### config.mk
export PLATFORM = sky130hd
export DESIGN_NAME = text_frame_serializer
export DESIGN_NICKNAME = d
export VERILOG_FILES = /design/src/rtl/text_frame_serializer_pkg.sv /design/src/rtl/text_frame_serializer_char_parity_shift.sv /design/src/rtl/text_frame_serializer.sv
export SDC_FILE = /design/constraint.sdc
export NUM_CORES = 1
export LEC_CHECK = 0
export CAP_MARGIN = 15
export CORE_AREA = 2 2 224 226
export DETAILED_ROUTE_END_ITERATION = 6
export DIE_AREA = 0 0 226 228
export GPL_ROUTABILITY_DRIVEN = 0
export GPL_TIMING_DRIVEN = 1
export PLACE_DENSITY = 0.76
export SYNTH_ARGS = -nofsm -noshare
export SYNTH_HDL_FRONTEND = slang
export SYNTH_SLANG_ARGS = --single-unit
### constraint.sdc
create_clock -name clk -period 11.41 [get_ports clk]
set_clock_uncertainty 0.1 [all_clocks]
set_input_delay 3.423 -clock clk [delete_from_list [all_inputs] [get_ports clk]]
set_output_delay 3.423 -clock clk [all_outputs]
set_load 0.005 [all_outputs]
### src/rtl/text_frame_serializer_pkg.sv
// Shared definitions for the text frame serializer: FSM state encoding,
// block/character geometry, the default preamble and a character-select helper.
package text_frame_serializer_pkg;

    typedef enum logic [1:0] {
        IDLE   = 2'b00,
        SYNC   = 2'b01,
        DATA   = 2'b10,
        PARITY = 2'b11
    } state_t;

    localparam int FRAME_CHARS = 64;
    localparam int CHAR_BITS   = 8;
    localparam int BLOCK_BITS  = FRAME_CHARS * CHAR_BITS;

    localparam logic [7:0] DEFAULT_SYNC_WORD = 8'h7E;

    // char0 sits in the top byte of the block, char63 in the bottom byte.
    function automatic logic [CHAR_BITS-1:0] get_char(input logic [BLOCK_BITS-1:0] block,
                                                      input logic [5:0] idx);
        return block[(BLOCK_BITS - CHAR_BITS) - CHAR_BITS * int'(idx) +: CHAR_BITS];
    endfunction

endpackage

### src/rtl/text_frame_serializer_char_parity_shift.sv
// Per-character shifter. The MSB of a character is sent straight from the
// load value by the parent, so only the remaining 7 bits are held here and
// presented MSB-first; even parity of the full character is latched on load.
module char_parity_shift
    import text_frame_serializer_pkg::*;
(
    input  logic                 clk,
    input  logic                 reset,
    input  logic                 load,
    input  logic [CHAR_BITS-1:0] load_char,
    input  logic                 shift,
    output logic                 next_bit,
    output logic                 parity
);

    logic [CHAR_BITS-2:0] rest_bits;
    logic                 parity_reg;

    // Load a new character (keeping its lower bits and parity) or shift one bit out.
    always_ff @(posedge clk or negedge reset) begin
        if (!reset) begin
            rest_bits  <= '0;
            parity_reg <= 1'b0;
        end else if (load) begin
            rest_bits  <= load_char[CHAR_BITS-2:0];
            parity_reg <= ^load_char;
        end else if (shift) begin
            rest_bits  <= {rest_bits[CHAR_BITS-3:0], 1'b0};
        end
    end

    assign next_bit = rest_bits[CHAR_BITS-2];
    assign parity   = parity_reg;

endmodule

### src/rtl/text_frame_serializer.sv
// Text frame serializer: captures a 64-character block and sends it as a
// serial frame (sync word, then each character MSB-first with optional even
// parity) under a valid/ready handshake. All outputs are registered.
module text_frame_serializer
    import text_frame_serializer_pkg::*;
#(
    parameter logic [7:0] SYNC_WORD = DEFAULT_SYNC_WORD,
    parameter logic       PARITY_EN = 1'b1
)
(
    input  logic                  clk,
    input  logic                  reset,
    input  logic                  block_valid,
    input  logic [BLOCK_BITS-1:0] block_in,
    output logic                  block_ack,
    input  logic                  bit_ready,
    output logic                  bit_valid,
    output logic                  bit_out,
    output logic                  frame_start,
    output logic                  frame_end,
    output logic                  busy
);

    state_t                state;
    logic [BLOCK_BITS-1:0] hold_reg;
    logic [5:0]            char_idx;
    logic [2:0]            bit_idx;

    logic                  transfer;
    logic                  last_char;
    logic                  char_done;
    logic [5:0]            next_char_idx;
    logic [CHAR_BITS-1:0]  next_char;
    logic                  sh_load;
    logic                  sh_shift;
    logic                  sh_next_bit;
    logic                  sh_parity;

    // Handshake decode and selection of the character that is loaded next.
    always_comb begin
        transfer      = bit_valid & bit_ready;
        last_char     = (char_idx == 6'd63);
        next_char_idx = (state == SYNC) ? 6'd0 : char_idx + 6'd1;
        next_char     = get_char(hold_reg, next_char_idx);
        char_done     = transfer &&
                        (((state == DATA) && (bit_idx == 3'd0) && !PARITY_EN) ||
                         (state == PARITY));
        sh_load       = (transfer && (state == SYNC) && (bit_idx == 3'd0)) ||
                        (char_done && !last_char);
        sh_shift      = transfer && (state == DATA) && (bit_idx != 3'd0);
    end

    // Holding register is only written on capture, so it needs no reset.
    always_ff @(posedge clk) begin
        if ((state == IDLE) && block_valid) begin
            hold_reg <= block_in;
        end
    end

    char_parity_shift u_shift (
        .clk       (clk),
        .reset     (reset),
        .load      (sh_load),
        .load_char (next_char),
        .shift     (sh_shift),
        .next_bit  (sh_next_bit),
        .parity    (sh_parity)
    );

    // Frame FSM; every output is computed one edge ahead so it is stable while stalled.
    always_ff @(posedge clk or negedge reset) begin
        if (!reset) begin
            state       <= IDLE;
            char_idx    <= 6'd0;
            bit_idx     <= 3'd0;
            block_ack   <= 1'b0;
            bit_valid   <= 1'b0;
            bit_out     <= 1'b0;
            frame_start <= 1'b0;
            frame_end   <= 1'b0;
            busy        <= 1'b0;
        end else begin
            block_ack <= 1'b0;
            case (state)
                IDLE: begin
                    bit_valid   <= 1'b0;
                    bit_out     <= 1'b0;
                    frame_start <= 1'b0;
                    frame_end   <= 1'b0;
                    busy        <= 1'b0;
                    if (block_valid) begin
                        state       <= SYNC;
                        block_ack   <= 1'b1;
                        char_idx    <= 6'd0;
                        bit_idx     <= 3'd7;
                        bit_valid   <= 1'b1;
                        bit_out     <= SYNC_WORD[7];
                        frame_start <= 1'b1;
                        busy        <= 1'b1;
                    end
                end
                SYNC: begin
                    if (transfer) begin
                        frame_start <= 1'b0;
                        if (bit_idx == 3'd0) begin
                            state    <= DATA;
                            char_idx <= 6'd0;
                            bit_idx  <= 3'd7;
                            bit_out  <= next_char[CHAR_BITS-1];
                        end else begin
                            bit_idx  <= bit_idx - 3'd1;
                            bit_out  <= SYNC_WORD[bit_idx - 3'd1];
                        end
                    end
                end
                DATA: begin
                    if (transfer) begin
                        if (bit_idx != 3'd0) begin
                            bit_idx <= bit_idx - 3'd1;
                            bit_out <= sh_next_bit;
                            if (last_char && (bit_idx == 3'd1) && !PARITY_EN) begin
                                frame_end <= 1'b1;
                            end
                        end else if (PARITY_EN) begin
                            state   <= PARITY;
                            bit_out <= sh_parity;
                            if (last_char) begin
                                frame_end <= 1'b1;
                            end
                        end
                    end
                end
                PARITY: begin
                    // Advance is handled below, shared with the no-parity path.
                end
                default: begin
                    state       <= IDLE;
                    char_idx    <= 6'd0;
                    bit_idx     <= 3'd0;
                    bit_valid   <= 1'b0;
                    bit_out     <= 1'b0;
                    frame_start <= 1'b0;
                    frame_end   <= 1'b0;
                    busy        <= 1'b0;
                end
            endcase

            if (char_done) begin
                if (last_char) begin
                    state     <= IDLE;
                    char_idx  <= 6'd0;
                    bit_idx   <= 3'd0;
                    bit_valid <= 1'b0;
                    bit_out   <= 1'b0;
                    frame_end <= 1'b0;
                    busy      <= 1'b0;
                end else begin
                    state    <= DATA;
                    char_idx <= char_idx + 6'd1;
                    bit_idx  <= 3'd7;
                    bit_out  <= next_char[CHAR_BITS-1];
                end
            end
        end
    end

endmodule

## Word level (Yosys, flattened, before mapping)

Memories as Yosys holds them, arrays and structs flattened.
Cells that the tools add are included.

| word-level totals | value |
|---|---|
| memories kept | 1 |
| output and inout port bits | 6 |
| memory bits (read-only) | 8 |
| logic and storage cells | 101 |
| input port bits | 516 |
| register bits | 537 |

Memories:

| memory | words | bits a word | rd ports | clocked after memory_dff | write ports | line | source |
|---|---|---|---|---|---|---|---|
| (name not given) | 8 | 1 | 1 | 0 | 0 | text_frame_serializer.sv:112 | `bit_out <= SYNC_WORD[bit_idx - 3'd1];` |

| cells by class | value |
|---|---|
| bitwise gates (word level) | 1 |
| $lt $le $gt $ge | 1 |
| reduce and logical (&&, ||, !) cells | 22 |
| $add $sub $neg | 3 |
| eq/ne operators | 11 |
| mux-type cells | 49 |
| shifts and indexed selects | 1 |

Operators by type and width:

| operator | number |
|---|---|
| 512-bit by 10-bit indexed part select with 8-bit output | 1 |
| 6-bit two-way mux | 6 |
| 1-bit two-way mux | 21 |
| 3-bit two-way mux | 7 |
| 3-bit != test, second input constant | 5 |
| 2-bit two-way mux | 7 |
| 7-bit two-way mux | 2 |
| 6-bit case mux with 2 select lines | 1 |
| 9-bit by 9-bit subtractor with 10-bit output, first input constant | 1 |
| 3-bit case mux with 3 select lines | 1 |
| 8-bit parity | 1 |
| 1-bit logical AND | 7 |
| 6-bit by 1-bit adder with 6-bit output, second input constant | 1 |
| 6-bit == test, second input constant | 1 |
| 2-bit case mux with 3 select lines | 1 |
| 6-bit AND reduction | 1 |
| 3-bit nonzero test | 2 |
| 5-bit AND reduction | 1 |
| 2-bit == test, second input constant | 2 |
| 3-bit by 4-bit less-than comparator with 1-bit output, second input constant | 1 |
| 1-bit case mux with 2 select lines | 2 |
| 4-bit AND reduction | 1 |
| 2-bit nonzero test | 2 |
| 4-bit nonzero test | 1 |
| 12 further kinds | 12 |

## Logic depth before layout (Yosys ltp)

Gate-level depths: netlist (run 1).

| logic depth | value |
|---|---|
| depth in word-level cells | 8 |
| mapped depth | 17 |
| mapped depth without buffers | 12 |

## Hierarchy

From an unflattened synthesis (run 1), not the netlist that was laid out.

| second synthesis, totals | value |
|---|---|
| cells, all modules | 1321 |
| area, all modules | 21647.0 µm² |

Modules (own cells, without submodules):

| module | sequential area each (µm²) | cells an instance | area each (µm²) | times used |
|---|---|---|---|---|
| text_frame_serializer | 15800.2 | 1281 | 21240.4 | 1 |
| char_parity_shift | 200.2 | 40 | 406.6 | 1 |

## Worst setup path before layout (run 1)

Ideal clock, no wire load.

| timing path | value |
|---|---|
| kind | in2reg |
| start | input port block_valid |
| end | register block_ack |
| data required time | 10.121 ns |
| setup time | 1.189 ns |
| stages | 2 |
| slack | -3.269 ns |
| data arrival time | 13.390 ns |
| buffers on the path | 0 |
| cells stage by stage | nand2_1 > inv_1 |

| between the ends | value |
|---|---|
| word-level cells in the longest chain between the ends | 2 |

RTL lines:

| item | line | source |
|---|---|---|
| from (decl) | text_frame_serializer.sv:13 | `input logic block_valid,` |
| 1-bit two-way mux | text_frame_serializer.sv:91 | `if (block_valid) begin` |
| 1-bit two-way mux | text_frame_serializer.sv:84 | `case (state)` |
| to (signal assigned) | text_frame_serializer.sv:76 | `block_ack <= 1'b0;` |
| to (signal assigned) | text_frame_serializer.sv:83 | `block_ack <= 1'b0;` |
| to (signal assigned) | text_frame_serializer.sv:93 | `block_ack <= 1'b1;` |
| to (decl) | text_frame_serializer.sv:15 | `output logic block_ack,` |

Every way passes these cells.
A chain may end at the register's enable or synchronous reset.

## Final worst setup path (run 1)

| timing path | value |
|---|---|
| start | input port block_valid |
| end | register hold_reg[411] (enable) |

| between the ends | value |
|---|---|
| word-level cells in the longest chain between the ends | 1 |

RTL lines:

| item | line | source |
|---|---|---|
| 1-bit logical AND | text_frame_serializer.sv:55 | `if ((state == IDLE) && block_valid) begin` |
| to (signal assigned) | text_frame_serializer.sv:56 | `hold_reg <= block_in;` |
| to (decl) | text_frame_serializer.sv:25 | `logic [BLOCK_BITS-1:0] hold_reg;` |

Every way passes these cells.

==> results.py, run 1 <==
metrics = {
    "power_and_ir_drop": {
        "leakagePower_nw": 9.732,
        "p_sw_frac": 0.3122,
        "clkPwrFrac": 0.266,
        "p_sw_mw": 2.011,
        "p_comb_frac": 0.304,
        "p_seq_frac": 0.430,
        "powerDensity_nw_per_um2": 218.8,
        "ir_worst_vdd_v": 0.0001428,
        "p_int_mw": 4.430,
    },
    "clocking": {
        "ctsHoldBuffers": 0,
        "cts_buffers": 56,
        "cts.repair.resized": 0,
        "clk_pin_slew_ns": 0.06,
        "cts-root-buf": "clkbuf_16",
        "postCtsSetupBuffers": 0,
        "cts_buffer_depth": 3,
        "clock_sinks": 537,
        "clk_latency_ns": 0.61,
        "htree_levels": 2,
        "cts_tree": "done",
    },
    "timing": {
        "hold_viol": 0,
        "slew_violations": 0,
        "relSlewSlack": 0.1357,
        "setup_ws_ns": 5.576,
        "period_share": 0.5113,
        "post-route-min-period_ns": 5.834,
        "rsz0062_at_grt": "no",
        "worst_pin_slew_ns": 1.296,
        "max_clock_freq_ghz": 0.1714,
        "setup_viol": 0,
    },
    "place": {
        "portBuffers": 521,
        "hpwl_um": 45200,
        "dp_slack_ns": 5.120,
        "place_area_um2": 27690,
        "dp.cells": 2413,
    },
    "floorplanning": {
        "die_x_um": 226,
        "die_area_um2": 51530,
        "initial_core_util": 0.4420,
        "num_rows": 82,
        "die_h_um": 228,
        "core_area_um2": 49350,
        "io_pins": 522,
    },
    "cells_and_area": {
        "final_cell_mix": "521 x clkdlybuf4s50_1, 512 x edfxtp_1, 79 x mux2i_1",
        "fill_cells": 3651,
        "multi_input_area_um2": 5375,
        "instances_no_fill": 2539,
        "final_common_cell": "clkdlybuf4s50_1",
        "largest_reg_flops": 512,
        "nNetsFinal": 2325,
        "drive_gt1_frac": 0.1074,
        "design_area_um2": 29440,
        "area_growth_pct": 34.98,
        "seq_area_um2": 16000,
    },
    "route": {
        "drt_wl_total_um": 65990,
        "antenna_left": 0,
        "viasPerCell": 5.586,
        "route.detailed.wl_per_inst_um": 25.99,
        "vias": 14180,
        "drc_errors": 0,
        "dr.pass1.iters": 7,
        "drtIter0Drc": 1142,
    },
    "critical_path": {
        "ff2ff_setup_slack_ns": 6.24,
        "r2r_cells": 11,
        "crit_path_max_fanout": 198,
        "critPathKind": "input pin to register",
        "crit_end": "hold_reg[411]",
        "required_ns": 11.52,
        "worstSetupEndpointType": "register",
        "arrival_ns": 5.95,
        "startpoint": "block_valid",
        "r2r-start": "char_idx[0]",
        "worstReg2RegEnd": "u_shift.parity",
        "start_kind": "input pin",
    },
    "yosys": {
        "synthArstFlopShare": 0.04655,
        "syn_inst": 1281,
        "synth_edf_count": 512,
        "synth_top_cell_by_area": "edfxtp_1",
        "ys_seq_area_frac": 0.7335,
        "synth_cell_types": 71,
        "yosys_most_used_dff": "edfxtp_1",
        "synth_area_leaders": "edfxtp_1 70%, mux4_2 4.5%, mux2i_1 3.7%",
        "yosysWarnings": 0,
        "syn_area_per_cell_um2": 17.03,
        "syn_area_um2": 21810,
        "synth_seq_cells": 537,
        "syn_nets": 1807,
        "synth_top_area_share": 0.7048,
    },
    "worst_hold_path": {
        "min_path_type": "register to register",
    },
    "flow_run": {
        "cap_violations": 0,
    },
    "run_status": {
        "status": "finished, final reports clean",
    },
    "global_route": {
        "grtUsageTotal": 0.2519,
        "grt_pass1_wl_um": 94090,
        "grt.overflow.total": 0,
        "grt_max_degree": 199,
        "grt_pass1_vias": 14960,
        "antenna_found_initial": 23,
    },
}
## Yosys cell counts (all sizes together), types with 13 or more instances
| master | count |
|---|---|
| dfrtp | 25 |
| mux4 | 44 |
| o22ai | 65 |
| o221ai | 16 |
| mux2 | 34 |
| buf | 60 |
| o21ai | 44 |
| mux2i | 80 |
| nand3 | 23 |
| nor3 | 16 |
| o211ai | 13 |
| a211oi | 16 |
| a31oi | 16 |
| a21oi | 51 |
| edfxtp | 512 |
| nor2 | 27 |
| nand2 | 62 |
| a221oi | 23 |
| clkbuf | 24 |
## final cells by class
type	instances	area share
antenna	23	0.001955
sequential	537	0.5436
timing repair buffer	544	0.1838
clock inverter	33	0.008329
clock buffer	70	0.04938
tap	672	0.02856
multi-input combinational	647	0.1826
inverter	13	0.001827
## power groups by stage
stage / Clock (mW) / Combinational, mW / Sequential [mW]
3_3_place_gp: 0 / 1.92 / 2.78
6_report: 1.71 / 1.96 / 2.77
5_1_grt: 1.81 / 2.10 / 2.80
3_5_place_dp: 0 / 1.96 / 2.81
4_1_cts: 1.74 / 1.97 / 2.77
2_1_floorplan: 0 / 1.34 / 2.89
## metrics by stage
step | util | power, mW | TNS (ns) | hold slack (ns)
final | 0.5966 | 6.441 | 0 | 0.4222
after global placement | 0.5610 | 4.705 | 0 | 0.3950
after floorplan | - | 4.231 | -144.73 | 0.3695
after global routing | 0.5965 | 6.715 | 0 | 0.4739
after detailed placement | 0.5610 | 4.762 | 0 | 0.4244
after CTS | 0.5955 | 6.479 | 0 | 0.4340
## critical path, cell delays in order
cell             delay [ns]
clkdlybuf4s50_1        0.57
nand2_8                0.09
clkinvlp_4             0.09
buf_4                  0.63
buf_12                 0.63
## cell families after synthesis
kind of cell | synth area share
DFF | 0.7335
adders and majority gates | 0.005736
muxes | 0.09969
buffers and inverters | 0.02421
and+or+nand+nor | 0.04130
xor gates and xnor gates | 0.005277
AOI/OAI and AO/OA | 0.09028
## worst min path at each step
stage / startpoint / to / slack, ns / cells past startpoint
finish: char_idx[5] / char_idx[5] / 0.42 / 2
global route: char_idx[5] / char_idx[5] / 0.47 / 2
CTS: char_idx[5] / char_idx[5] / 0.43 / 2
detailed placement: char_idx[5] / char_idx[5] / 0.42 / 2
global placement: char_idx[5] / char_idx[5] / 0.40 / 2
floorplan: char_idx[5] / char_idx[5] / 0.37 / 2
## metal layers
metal	routed length [µm]	share of wire	global-route usage	up-vias
met4	2142	0.032	0.09478	6
met2	33670	0.51	0.4305	715
met1	25210	0.38	0.3164	7067
li1	-	-	-	6275
met5	39	0.00059	0	-
met3	4931	0.075	0.05075	121
Note: power is estimated with default switching activity, not from simulation.
==> inputs of run 2 (changes only) <==
--- a/config.mk
+++ b/config.mk
@@ -11,7 +11,7 @@
 export DIE_AREA = 0 0 226 228
 export GPL_ROUTABILITY_DRIVEN = 0
 export GPL_TIMING_DRIVEN = 1
-export PLACE_DENSITY = 0.76
+export PLACE_DENSITY = 0.73
 export SYNTH_ARGS = -nofsm -noshare
 export SYNTH_HDL_FRONTEND = slang
 export SYNTH_SLANG_ARGS = --single-unit
==> constraint.sdc (replaced) <==
create_clock -name clk -period 5.5 [get_ports clk]
set_clock_uncertainty 0.1 [all_clocks]
set_input_delay 1.65 -clock clk [delete_from_list [all_inputs] [get_ports clk]]
set_output_delay 1.65 -clock clk [all_outputs]
set_load 0.005 [all_outputs]
==> results.py, run 2 (synthesis results as in run 1) <==
metrics = {
    "cells_and_area": {
        "fin_util": 0.6009,
        "final_common_cell": "clkdlybuf4s50_1",
        "fill_cells": 3674,
        "drive_gt1_frac": 0.1151,
        "final_cell_mix": "521 x clkdlybuf4s50_1, 512 x edfxtp_1, 79 x mux2i_1",
        "nNetsFinal": 2331,
        "largest_reg_flops": 512,
        "area_growth_pct": 35.94,
    },
    "timing": {
        "period_share": 0.8417,
        "post-route-min-period_ns": 4.629,
        "max_clock_freq_ghz": 0.2160,
        "setup_viol": 0,
        "worst_pin_slew_ns": 0.9202,
        "slew_violations": 0,
        "relSlewSlack": 0.3865,
        "hold_viol": 0,
        "rsz0062_at_grt": "no",
    },
    "worst_hold_path": {
        "worstHoldStart": "u_shift.rest_bits[0]",
        "min_path_type": "register to register",
    },
    "clocking": {
        "clk_pin_slew_ns": 0.06,
        "postCtsSetupBuffers": 0,
        "clock_sinks": 537,
        "ctsHoldBuffers": 0,
        "cts-root-buf": "clkbuf_16",
        "cts_buffers": 56,
        "cts_buffer_depth": 3,
        "cts.repair.resized": 0,
        "clk_latency_ns": 0.61,
        "htree_levels": 2,
        "cts_tree": "done",
    },
    "global_route": {
        "grtUsageTotal": 0.2591,
        "grt_pass1_vias": 14580,
        "grt_max_degree": 115,
        "grt_pass1_wl_um": 95850,
        "grt.overflow.total": 0,
        "antenna_found_initial": 22,
    },
    "critical_path": {
        "arrival_ns": 4.99,
        "worstSetupEndpointType": "register",
        "r2r-start": "state[1]",
        "crit_path_max_fanout": 35,
        "required_ns": 5.86,
        "startpoint": "state[1]",
        "critPathKind": "register to register",
        "start_kind": "register",
    },
    "floorplanning": {
        "die_h_um": 228,
        "num_rows": 82,
        "core_area_um2": 49350,
        "die_area_um2": 51530,
        "io_pins": 522,
        "die_x_um": 226,
        "initial_core_util": 0.4420,
    },
    "run_status": {
        "status": "finished, final reports clean",
    },
    "power_and_ir_drop": {
        "leakagePower_nw": 9.834,
        "powerDensity_nw_per_um2": 462.2,
        "ir_worst_vdd_v": 0.0003968,
        "p_total_mw": 13.71,
    },
    "place": {
        "portBuffers": 521,
        "hpwl_um": 48260,
    },
    "route": {
        "drc_errors": 0,
        "drtIter0Drc": 1615,
        "route.detailed.wl_per_inst_um": 26.58,
        "vias": 14270,
        "viasPerCell": 5.617,
        "dr.pass1.iters": 5,
        "drt_wl_total_um": 67540,
        "antenna_left": 0,
    },
    "flow_run": {
        "cap_violations": 0,
    },
}
[run 2: worst max-delay path: stages (launching register included)]
cell and delay [ns]:
dfrtp_1 0.42, inv_1 0.14, ha_2 0.73, nand2b_4 0.64
buf_4 0.46, o21ai_0 0.17, o221ai_1 0.20, o311ai_0 0.17
a21oi_1 0.27, o21bai_1 0.19, xor2_1 0.25, xnor3_1 0.27
xnor3_1 0.37, o21ai_1 0.06
[run 2: power breakdown]
| part | leakage, nW | switching (mW) | internal, mW |
|---|---|---|---|
| logic | 3.90 | 2.43 | 1.76 |
| registers | 5.04 | 0.274 | 5.46 |
| clock network | 0.894 | 1.59 | 2.19 |
| total | 9.83 | 4.29 | 9.42 |
[run 2: final timing paths]
path | endpoint | cells past startpoint | slack (ns)
hold / removal | u_shift.rest_bits[0] | 2 | 0.45
min in group asynchronous | frame_start | 1 | 1.18
setup / recovery | u_shift.parity | 13 | 0.87
hold reg to reg | u_shift.rest_bits[0] | 2 | 0.45
setup reg to reg | u_shift.parity | 13 | 0.87
max in group asynchronous | char_idx[0] | 2 | 3.49
[run 2: stage by stage]
step / setup TNS, ns / cells / area [µm²] / worst slack [ns] / hold slack (ns)
2_1_floorplan: -2267.01 / 1281 / 21830 / -4.419 / 0.3695
3_3_place_gp: 0 / 2419 / 27780 / 1.003 / 0.3871
3_5_place_dp: 0 / 2419 / 27780 / 0.9451 / 0.4205
4_1_cts: 0 / 2522 / 29600 / 0.9107 / 0.4426
5_1_grt: 0 / 2540 / 29650 / 0.6388 / 0.4530
6_report: 0 / 2541 / 29650 / 0.8707 / 0.4464
[run 2: cell type report]
type	count	area, µm²	area share
antenna	19	47.55	0.001603
clock buffer	63	1428	0.04815
clock inverter	40	395.4	0.01333
inverter	13	53.80	0.001814
multi-input combinational	647	5375	0.1813
sequential	537	16000	0.5397
tap	672	840.8	0.02836
timing repair buffer	550	5508	0.1857
[run 2: metal layers]
| layer | vias to the layer above | global-route usage | share of wire | wire (µm) |
|---|---|---|---|---|
| met5 | - | 0 | 0.00077 | 52 |
| met3 | 128 | 0.05384 | 0.080 | 5427 |
| met2 | 793 | 0.4437 | 0.51 | 34420 |
| li1 | 6289 | - | - | - |
| met4 | 8 | 0.08506 | 0.031 | 2096 |
| met1 | 7054 | 0.3286 | 0.38 | 25540 |
